## src/rtl/lsu_pkg.sv

```systemverilog
// Shared encodings for the load/store unit: FSM states, RV32 funct3 widths,
// byte-lane mask constants and small width/alignment helpers.
package lsu_pkg;

    localparam logic [2:0] ST_IDLE  = 3'd0;
    localparam logic [2:0] ST_READ  = 3'd1;
    localparam logic [2:0] ST_WRITE = 3'd2;
    localparam logic [2:0] ST_FAULT = 3'd3;
    localparam logic [2:0] ST_DONE  = 3'd4;

    localparam logic [2:0] F3_B  = 3'b000;
    localparam logic [2:0] F3_H  = 3'b001;
    localparam logic [2:0] F3_W  = 3'b010;
    localparam logic [2:0] F3_BU = 3'b100;
    localparam logic [2:0] F3_HU = 3'b101;

    localparam logic [3:0] MASK_NONE = 4'hf;
    localparam logic [3:0] MASK_ALL  = 4'h0;

    typedef enum logic [1:0] {
        SZ_BYTE,
        SZ_HALF,
        SZ_WORD
    } size_e;

    // Unused funct3 codes fall through to word.
    function automatic size_e f3_size(input logic [2:0] f3);
        case (f3)
            F3_B, F3_BU: return SZ_BYTE;
            F3_H, F3_HU: return SZ_HALF;
            default:     return SZ_WORD;
        endcase
    endfunction

    function automatic logic is_misaligned(input logic [2:0] f3, input logic [1:0] a);
        case (f3_size(f3))
            SZ_BYTE: return 1'b0;
            SZ_HALF: return a[0];
            default: return a != 2'b00;
        endcase
    endfunction

    function automatic logic [1:0] align_lo(input logic [2:0] f3, input logic [1:0] a);
        case (f3_size(f3))
            SZ_BYTE: return a;
            SZ_HALF: return {a[1], 1'b0};
            default: return 2'b00;
        endcase
    endfunction

endpackage

```

## src/rtl/lsu_lane_align.sv

```systemverilog
// Byte-lane decoder shared by the load and store paths: extracts and extends
// load data, and builds replicated store data plus the write mask.
module lsu_lane_align
    import lsu_pkg::*;
(
    input  logic [2:0]  funct3_i,
    input  logic [1:0]  addr_lo_i,
    input  logic [31:0] rdata_i,
    input  logic [31:0] wdata_i,
    output logic [31:0] load_data_o,
    output logic [31:0] store_data_o,
    output logic [3:0]  store_mask_o
);

    logic [7:0]  lane_byte;
    logic [15:0] lane_half;
    logic        sign_ext;

    always_comb begin
        case (addr_lo_i)
            2'd0:    lane_byte = rdata_i[7:0];
            2'd1:    lane_byte = rdata_i[15:8];
            2'd2:    lane_byte = rdata_i[23:16];
            default: lane_byte = rdata_i[31:24];
        endcase
        lane_half = addr_lo_i[1] ? rdata_i[31:16] : rdata_i[15:0];
        sign_ext  = ~funct3_i[2];
    end

    always_comb begin
        load_data_o  = rdata_i;
        store_data_o = wdata_i;
        store_mask_o = MASK_ALL;
        case (f3_size(funct3_i))
            SZ_BYTE: begin
                load_data_o  = {{24{sign_ext & lane_byte[7]}}, lane_byte};
                store_data_o = {4{wdata_i[7:0]}};
                store_mask_o = ~(4'b0001 << addr_lo_i);
            end
            SZ_HALF: begin
                load_data_o  = {{16{sign_ext & lane_half[15]}}, lane_half};
                store_data_o = {2{wdata_i[15:0]}};
                store_mask_o = addr_lo_i[1] ? 4'b0011 : 4'b1100;
            end
            default: begin
                load_data_o  = rdata_i;
                store_data_o = wdata_i;
                store_mask_o = MASK_ALL;
            end
        endcase
    end

endmodule

```

## src/rtl/load_store_unit.sv

```systemverilog
// CPU memory stage: one load/store at a time towards memory_bus.
// Define LSU_MISALIGN_TRAP_EN to trap misaligned H/W accesses instead of aligning them.
module load_store_unit
    import lsu_pkg::*;
#(
    parameter int READ_WAIT = 1
) (
    input  logic        clk,
    input  logic        reset,
    input  logic        req_valid,
    input  logic        req_write,
    input  logic [2:0]  req_funct3,
    input  logic [31:0] req_address,
    input  logic [31:0] req_store_data,
    output logic        busy,
    output logic        done,
    output logic [31:0] load_data,
    output logic        fault,
    output logic [15:0] bus_address,
    output logic [31:0] bus_data_out,
    input  logic [31:0] bus_data_in,
    output logic [3:0]  bus_write_mask,
    output logic        bus_enable,
    output logic        bus_write_enable
);

    // Counter counts down to zero; the read is captured on the terminal cycle.
    localparam logic [2:0] RW_CNT = 3'(READ_WAIT - 1);

    logic [2:0]  state_q, state_d;
    logic        write_q, write_d;
    logic [2:0]  funct3_q, funct3_d;
    logic [15:0] addr_q, addr_d;
    logic [31:0] wdata_q, wdata_d;
    logic [2:0]  cnt_q, cnt_d;
    logic [31:0] load_data_q, load_data_d;

    logic [31:0] lane_load;
    logic [31:0] lane_store;
    logic [3:0]  lane_mask;
    logic        unused_addr_hi;

    assign unused_addr_hi = ^{req_address[31:16], write_q};

    lsu_lane_align u_align (
        .funct3_i     (funct3_q),
        .addr_lo_i    (addr_q[1:0]),
        .rdata_i      (bus_data_in),
        .wdata_i      (wdata_q),
        .load_data_o  (lane_load),
        .store_data_o (lane_store),
        .store_mask_o (lane_mask)
    );

`ifdef LSU_MISALIGN_TRAP_EN
    logic fault_q, fault_d;
`endif

    always_comb begin
        state_d     = state_q;
        write_d     = write_q;
        funct3_d    = funct3_q;
        addr_d      = addr_q;
        wdata_d     = wdata_q;
        cnt_d       = cnt_q;
        load_data_d = load_data_q;
`ifdef LSU_MISALIGN_TRAP_EN
        fault_d     = fault_q;
`endif
        case (state_q)
            ST_IDLE: begin
                if (req_valid) begin
                    write_d  = req_write;
                    funct3_d = req_funct3;
                    wdata_d  = req_store_data;
                    cnt_d    = RW_CNT;
`ifdef LSU_MISALIGN_TRAP_EN
                    addr_d  = req_address[15:0];
                    fault_d = is_misaligned(req_funct3, req_address[1:0]);
                    if (fault_d)        state_d = ST_FAULT;
                    else if (req_write) state_d = ST_WRITE;
                    else                state_d = ST_READ;
`else
                    addr_d  = {req_address[15:2], align_lo(req_funct3, req_address[1:0])};
                    state_d = req_write ? ST_WRITE : ST_READ;
`endif
                end
            end
            ST_READ: begin
                if (cnt_q == 3'd0) begin
                    load_data_d = lane_load;
                    state_d     = ST_DONE;
                end else begin
                    cnt_d = cnt_q - 3'd1;
                end
            end
            ST_WRITE: state_d = ST_DONE;
            ST_FAULT: state_d = ST_DONE;
            ST_DONE:  state_d = ST_IDLE;
            default:  state_d = ST_IDLE;
        endcase
    end

    always_ff @(posedge clk) begin
        if (!reset) begin
            state_q     <= ST_IDLE;
            write_q     <= 1'b0;
            funct3_q    <= 3'd0;
            addr_q      <= 16'd0;
            wdata_q     <= 32'd0;
            cnt_q       <= 3'd0;
            load_data_q <= 32'd0;
`ifdef LSU_MISALIGN_TRAP_EN
            fault_q     <= 1'b0;
`endif
        end else begin
            state_q     <= state_d;
            write_q     <= write_d;
            funct3_q    <= funct3_d;
            addr_q      <= addr_d;
            wdata_q     <= wdata_d;
            cnt_q       <= cnt_d;
            load_data_q <= load_data_d;
`ifdef LSU_MISALIGN_TRAP_EN
            fault_q     <= fault_d;
`endif
        end
    end

    assign busy             = (state_q != ST_IDLE);
    assign done             = (state_q == ST_DONE);
    assign load_data        = load_data_q;
    assign bus_address      = {addr_q[15:2], 2'b00};
    assign bus_data_out     = lane_store;
    assign bus_enable       = (state_q == ST_READ) || (state_q == ST_WRITE);
    assign bus_write_enable = (state_q == ST_WRITE);
    assign bus_write_mask   = bus_write_enable ? lane_mask : MASK_NONE;

`ifdef LSU_MISALIGN_TRAP_EN
    assign fault = done & fault_q;
`else
    assign fault = 1'b0;
`endif

endmodule

```

## config.mk

```make
export PLATFORM = sky130hd
export DESIGN_NAME = load_store_unit
export DESIGN_NICKNAME = d
export VERILOG_FILES = /design/src/rtl/lsu_pkg.sv /design/src/rtl/lsu_lane_align.sv /design/src/rtl/load_store_unit.sv
export SDC_FILE = /design/constraint.sdc
export NUM_CORES = 1
export LEC_CHECK = 0
export CORE_UTILIZATION = 42
export DETAILED_ROUTE_END_ITERATION = 8
export PLACE_DENSITY = 0.84
export SLEW_MARGIN = 15
export SYNTH_ARGS = -nofsm -noshare
export SYNTH_HDL_FRONTEND = slang
export SYNTH_SLANG_ARGS = --single-unit
```

## constraint.sdc

```tcl
create_clock -name clk -period 2.25 [get_ports clk]
set_clock_uncertainty 0.15 [all_clocks]
set_input_delay 0.45 -clock clk [delete_from_list [all_inputs] [get_ports clk]]
set_output_delay 0.45 -clock clk [all_outputs]
set_load 0.01 [all_outputs]
```

==> out/qor.yml, run 1 <==
final_layout:
  diodes: 0
  drive_gt1_share_pct: 10.3
  postLayoutCellArea_um2: 6360
  area_growth_pct: 46.9
  final_common_cell: "clkdlybuf4s50_1"
  fin_nets: 772
  final_cell_mix: "142 x clkdlybuf4s50_1, 130 x nand2_1, 84 x dfxtp_1"
  final_core_util_pct: 64.5
synthesis:
  synth.distinct_cells: 42
  async_flop_share_pct: 0
  yosysTopAreaCell: "dfxtp_1"
  synth-simple-area-share_pct: 16.7
  synth_compound_area_share_pct: 23.5
  yosys_warnings: 0
  synth_flop_cell: "dfxtp_1"
  synth_top_area_share_pct: 41.2
  syn_inst: 526
  synth_edf_count: 0
  synth-xor-area-share_pct: 0.405
  syn_area_per_cell_um2: 8.23
  yosysSeqAreaShare_pct: 41.2
  synth_top_family_by_area: "compound AO/OA/AOI/OAI gates"
  yosys_register_bits: 89
  synth.area.mux_share_pct: 8.61
  synth-adder-area-share_pct: 0.578
  synth.area.top_cells: "dfxtp_1 41%, nand2_1 11%, a21boi_0 7.1%"
  synth.cell_area_um2: 4330
sta:
  finalSetupViolCount: 0
  setup_ws_ps: 53.8
  whs_ps: 309
  maxSlewHeadroom_pct: 49.8
  finalCritPeriodShare_pct: 97.6
  period_needed_ps: 2200
  drv_slew: 0
  tightest_slew_ps: 747
  max_freq_mhz: 455
  hold_viol_final: 0
clock_network:
  clkTransAtPathRegs_ps: 90
  htree_num_levels: 3
  cts_buffer_depth: 2
  cts-root-buf: "clkbuf_8"
  clk_latency_ps: 350
  numCtsBuffers: 9
  ctsHoldBuffers: 0
  cts_tree: "done"
  cts.sinks: 89
pwr:
  p_leak_uw: 0.00242
  sequentialPowerShare_pct: 43.8
  power_switching_uw: 1140
  internal-power_uw: 2910
  peakVddDrop_v: 0.000344
  power_frac_comb_pct: 24.7
  power.share.clock_pct: 31.5
  p_sw_share_pct: 28.2
  powerDensity_nw_per_um2: 637
critical_path:
  r2r_cells: 7
  r2r_end: "load_data[15]$_SDFFE_PN0P_"
  critPathLaunchType: "flip-flop"
  r2r-start: "cnt_q[0]$_SDFFE_PN0P_"
  path_class: "flip-flop to primary output"
  crit_arrival_ps: 1600
  cp_max_fo: 8
  crit_path_end_kind: "primary output"
  required_ps: 1650
  r2r_slack_ps: 240
routing:
  via_per_inst: 5.31
  ant_nets: 0
  routed_wl_um: 13000
  routedWlPerCell_um: 16.1
  dr.pass1.iters: 5
  drt-initial-drc-count: 194
  vias: 4276
  drc_errors: 0
floorplanning:
  start_util_pct: 43.9
  io-pin-count: 192
  dieArea_um2: 10700
  chipWidth_um: 104
  floorplan.rows: 36
  core_area_um2: 9860
  die_y_um: 104
global_route:
  gr-total-overflow: 0
  first_global_vias: 4386
  grt_max_degree: 54
  grtUsageTotal_pct: 24.6
  grt_pass1_wl_um: 21500
  antenna_found_initial: 0
min_path:
  holdPathEnd: "addr_q[13]$_SDFFE_PN0P_"
  min_from: "addr_q[13]$_SDFFE_PN0P_"
  hp-class: "flip-flop to flip-flop"
  hold_depth: 2
place:
  place.gp.congestion: 0.854
  post-place-ws_ps: 119
  port_buffers: 172
  placed_cell_area_um2: 6050
  dp_hpwl_um: 9250
status:
  status: "finished clean"
flow_run:
  max_cap_violations: 0
-- final cells by class --
| cell class | instances | area [um2] |
|---|---|---|
| clock buffer | 10 | 138 |
| clock inverter | 6 | 95.1 |
| fill | 850 | 3510 |
| inverter | 5 | 18.8 |
| multi-input combinational | 370 | 2190 |
| sequential | 89 | 1790 |
| tap | 133 | 166 |
| timing repair buffer | 192 | 1960 |
-- through the flow --
step | TNS, ps | power (uW) | instances
floorplan | 0 | 2300 | 528
global placement | 0 | 2780 | 786
detailed placement | 0 | 2810 | 786
CTS | 0 | 4070 | 805
global route | -36.4 | 4250 | 805
finish | 0 | 4050 | 805
-- cell usage after synthesis, drive strengths merged (2+ instances only) --
library cell,instances
and2,3
nand2,131
nand3b,4
mux2,18
inv,5
a21boi,51
a221oi,6
a22oi,8
o22ai,2
nor2,18
and3,2
o2111ai,2
a22o,7
xnor2,2
clkbuf,24
nor2b,3
buf,40
mux2i,17
ha,2
a21oi,33
o21ai,42
nor3b,3
dfxtp,89
nor3,2
-- how the worst max path moves through the flow --
stage | from | end | slack (ps) | cells past startpoint
global placement | funct3_q[0]$_SDFFE_PN0P_ | bus_data_out[27] | 130 | 4
floorplan | funct3_q[1]$_SDFFE_PN0P_ | bus_data_out[16] | 350 | 3
detailed placement | bus_data_in[23] | load_data[9]$_SDFFE_PN0P_ | 120 | 5
global route | state_q[1]$_SDFFE_PN0P_ | bus_write_enable | -40 | 3
CTS | funct3_q[1]$_SDFFE_PN0P_ | bus_data_out[8] | 3 | 4
finish | state_q[0]$_SDFFE_PN0P_ | bus_write_enable | 50 | 3
-- worst max-delay path, cell delays in order, from the launching register on --
cell and delay, ps:
dfxtp_2 370, nor3b_2 200, buf_4 160, clkdlybuf4s50_1 520
-- power by group through the flow --
stage               logic [uW]  clock network (uW)  registers, uW
global route              1090                1370           1790
global placement           974                   0           1800
finish                    1000                1270           1780
floorplan                  496                   0           1810
CTS                        998                1290           1780
detailed placement         997                   0           1810
-- flip-flops by register name (all words and copies together), names as in the netlist --
signal,flops
addr_q,16
funct3_q,3
load_data,32
state_q,3
cnt_q,3
wdata_q,32
-- what timing repair did --
| item | CTS | global route |
|---|---|---|
| endpoints found under the setup margin | 30 | 9 |
| cloned | 2 | 0 |
| setup buffers | 1 | 0 |
| resized for setup | 40 | 9 |
| pin swaps | 0 | 0 |
-- logic make-up (layout without fill, tap and decap cells) --
group,after synthesis,after routing
buffers and inverters,69,213
AOI/OAI and AO/OA,156,156
and+or+nand+nor,172,172
DFF,89,89
adders and majority gates,2,2
xor gates and xnor gates,2,2
other,1,3
muxes,35,35
-- routing by layer --
layer  part of all wire [%]  vias to the layer above  GRT usage [%]
li1                       -                     2065              -
met3                    7.8                       38           6.48
met2                     49                      197           41.9
met5                      0                        -              0
met4                    3.3                        0           11.7
met1                     40                     1976           28.7
(Power assumes the default switching activity.)
==> run 2, diff against run 1 <==
- GPL_ROUTABILITY_DRIVEN: not set -> 1
==> results of run 2 <==
Same layout as run 1: the final DEF is identical, and so are final timing and power.
==> run 3, diff against run 2 <==
- PLACE_DENSITY: 0.84 -> 0.83
==> run 3 against run 2 <==
Effect of this change:
- cell count increased by 0.12%
- routed wire length shrank 2.9%
- sequential cell count did not move
- maximum frequency rose by 0.36%
- first-iteration DRC count is 3.6% lower
- critical path type unchanged
- critical endpoint is now bus_data_out[8]
- largest cell class unchanged
- largest power group unchanged
==> out/qor.yml, run 3 (synthesized netlist as in run 1, its figures left out) <==
min_path:
  min_from: "addr_q[13]$_SDFFE_PN0P_"  # unchanged
  holdPathEnd: "addr_q[13]$_SDFFE_PN0P_"  # unchanged
  hold_depth: 2  # unchanged
  hp-class: "flip-flop to flip-flop"  # unchanged
clock_network:
  clk_latency_ps: 350  # about the same
  cts_buffer_depth: 2  # unchanged
  cts_tree: "done"  # unchanged
  cts.sinks: 89  # unchanged
  htree_num_levels: 3  # unchanged
  cts-root-buf: "clkbuf_8"  # unchanged
  ctsHoldBuffers: 0  # unchanged
  numCtsBuffers: 9  # unchanged
  clkTransAtPathRegs_ps: 90  # about the same
critical_path:
  r2r_slack_ps: 330  # was 240 ps
  cp_max_fo: 9  # was 8
  r2r-start: "cnt_q[0]$_SDFFE_PN0P_"  # unchanged
  required_ps: 1650  # about the same
  crit_arrival_ps: 1590  # was 1600 ps
  path_cells: "nor2_4 > buf_12 > mux2_2 > clkdlybuf4s15_1"  # was nor3b_2 > buf_4 > clkdlybuf4s50_1
  path_class: "flip-flop to primary output"  # unchanged
  r2r_end: "load_data[15]$_SDFFE_PN0P_"  # unchanged
  critPathLaunchType: "flip-flop"  # unchanged
  crit_path_end_kind: "primary output"  # unchanged
  cpPeakStageDelay_ps: 380  # was 520 ps
  critPathSlowestCell: "dfxtp_4"  # was clkdlybuf4s50_1
  r2r_cells: 7  # unchanged
floorplanning:
  dieArea_um2: 10700  # unchanged
  die_y_um: 104  # unchanged
  chipWidth_um: 104  # unchanged
  io-pin-count: 192  # unchanged
  start_util_pct: 43.9  # unchanged
  core_area_um2: 9860  # unchanged
  floorplan.rows: 36  # unchanged
pwr:
  power.share.clock_pct: 29.5  # was 31.5%
  p_sw_share_pct: 28.3  # was 28.2%
  sequentialPowerShare_pct: 45.2  # was 43.8%
  powerDensity_nw_per_um2: 620  # was 637 nW/um2
  power_switching_uw: 1110  # was 1140 uW
  p_leak_uw: 0.00243  # was 0.00242 uW
  power_frac_comb_pct: 25.3  # was 24.7%
  internal-power_uw: 2820  # was 2910 uW
  peakVddDrop_v: 0.000281  # was 0.000344 V
sta:
  whs_ps: 316  # was 309 ps
  finalCritPeriodShare_pct: 97.3  # was 97.6%
  max_freq_mhz: 457  # was 455 MHz
  hold_viol_final: 0  # unchanged
  period_needed_ps: 2190  # was 2200 ps
  rsz0062_at_grt: "no"
  tightest_slew_ps: 704  # was 747 ps
  drv_slew: 0  # unchanged
  finalSetupViolCount: 0  # unchanged
  maxSlewHeadroom_pct: 52.7  # was 49.8%
  finalSetupTns_ps: 0  # unchanged
  setup_ws_ps: 61.6  # was 53.8 ps
routing:
  vias: 4200  # was 4276
  routedWlPerCell_um: 15.6  # was 16.1 um
  drt-initial-drc-count: 187  # was 194
  routed_wl_um: 12600  # was 13000 um
  ant_nets: 0  # unchanged
  drc_errors: 0  # unchanged
  via_per_inst: 5.21  # was 5.31
  dr.pass1.iters: 4  # was 5
flow_run:
  max_cap_violations: 0  # unchanged
place:
  dp_hpwl_um: 8960  # was 9250 um
  post-place-ws_ps: 103  # was 119 ps
  dp_cells: 786  # unchanged
  port_buffers: 172  # unchanged
  place.gp.congestion: 0.847  # was 0.854
global_route:
  first_global_vias: 4213  # was 4386
  grtUsageTotal_pct: 23.9  # was 24.6%
  grt-busiest-layer: "met2"  # unchanged
  gr-total-overflow: 0  # unchanged
  met3_usage_pct: 7.43  # was 6.48%
  met2_usage_pct: 42.0  # was 41.9%
  met1_usage_pct: 27.4  # was 28.7%
  grt_max_degree: 89  # was 54
  antenna_found_initial: 0  # unchanged
  grt_pass1_wl_um: 20800  # was 21500 um
final_layout:
  nFillCells: 833  # was 850
  final_cells: 806  # was 805
  final_cell_mix: "141 x clkdlybuf4s50_1, 130 x nand2_1, 84 x dfxtp_1"  # was 142 x clkdlybuf4s50_1, 130 x nand2_1, 84 x dfxtp_1
  area_growth_pct: 46.5  # was 46.9%
  fin_nets: 773  # was 772
  final_common_cell: "clkdlybuf4s50_1"  # unchanged
  multiInputGateArea_um2: 2190  # about the same
  seq_area_um2: 1800  # was 1790 um2
  diodes: 0  # unchanged
  drive_gt1_share_pct: 10.4  # was 10.3%
status:
  status: "finished clean"  # unchanged
## run 3: cell count changes in the layout (fill, tap and decap cells not counted), sizes merged
cell / before / now
dlymetal6s2s: 0 / 1
clkinvlp: 0 / 2
clkbuf: 10 / 12
buf: 19 / 20
bufinv: 2 / 1
inv: 8 / 6
clkdlybuf4s15: 8 / 7
clkdlybuf4s50: 142 / 141
## run 3: final cells by class
| cell class | instances | area share [%] |
|---|---|---|
| Timing Repair Buffer | 193 | 30.9 |
| Clock inverter | 5 | 0.986 |
| Tap cell | 133 | 2.62 |
| Inverter | 5 | 0.296 |
| Sequential cell | 89 | 28.3 |
| Clock buffer | 11 | 2.39 |
| Multi-Input combinational cell | 370 | 34.5 |
## run 3: worst max-delay path: cells and delay by family (launching register included)
kind	cells	cell delay, ps
multiplexers	1	330
buffers and inverters	2	400
AND/OR/NAND/NOR	1	120
flip-flops	1	380
## run 3: power by group through the flow
stage / registers, uW / logic, uW / clock network, uW
3_5_place_dp: 1810 / 996 / 0
6_report: 1780 / 997 / 1160
2_1_floorplan: 1810 / 496 / 0
4_1_cts: 1780 / 998 / 1190
3_3_place_gp: 1800 / 975 / 0
5_1_grt: 1790 / 1080 / 1270
## run 3: repair_timing
item	CTS	global route
gates cloned	2	0
buffers inserted	1	1
endpoints found under the setup margin	30	7
resized for setup	42	8
pin swaps	0	0
## run 3: per-stage QoR
| stage | utilization (%) | total power, uW | cell area, um2 |
|---|---|---|---|
| finish | 64.3 | 3930 | 6340 |
| global route | 64.3 | 4150 | 6340 |
| CTS | 64.1 | 3960 | 6320 |
| detailed placement | 61.3 | 2810 | 6050 |
| global placement | 61.3 | 2780 | 6050 |
| floorplan | - | 2300 | 4340 |
## run 3: worst max path at each step
stage                                        start          endpoint
after detailed placement  funct3_q[0]$_SDFFE_PN0P_  bus_data_out[24]
final                     funct3_q[1]$_SDFFE_PN0P_   bus_data_out[8]
after CTS                 funct3_q[1]$_SDFFE_PN0P_  bus_data_out[13]
after global placement    funct3_q[0]$_SDFFE_PN0P_  bus_data_out[24]
after floorplan           funct3_q[1]$_SDFFE_PN0P_  bus_data_out[16]
after global routing      funct3_q[1]$_SDFFE_PN0P_   bus_data_out[8]
## run 3: per-layer routing
| metal | share of wire, % | up-vias |
|---|---|---|
| met3 | 7.7 | 19 |
| li1 | - | 2065 |
| met2 | 50 | 151 |
| met4 | 1.9 | 0 |
| met5 | 0 | - |
| met1 | 40 | 1965 |
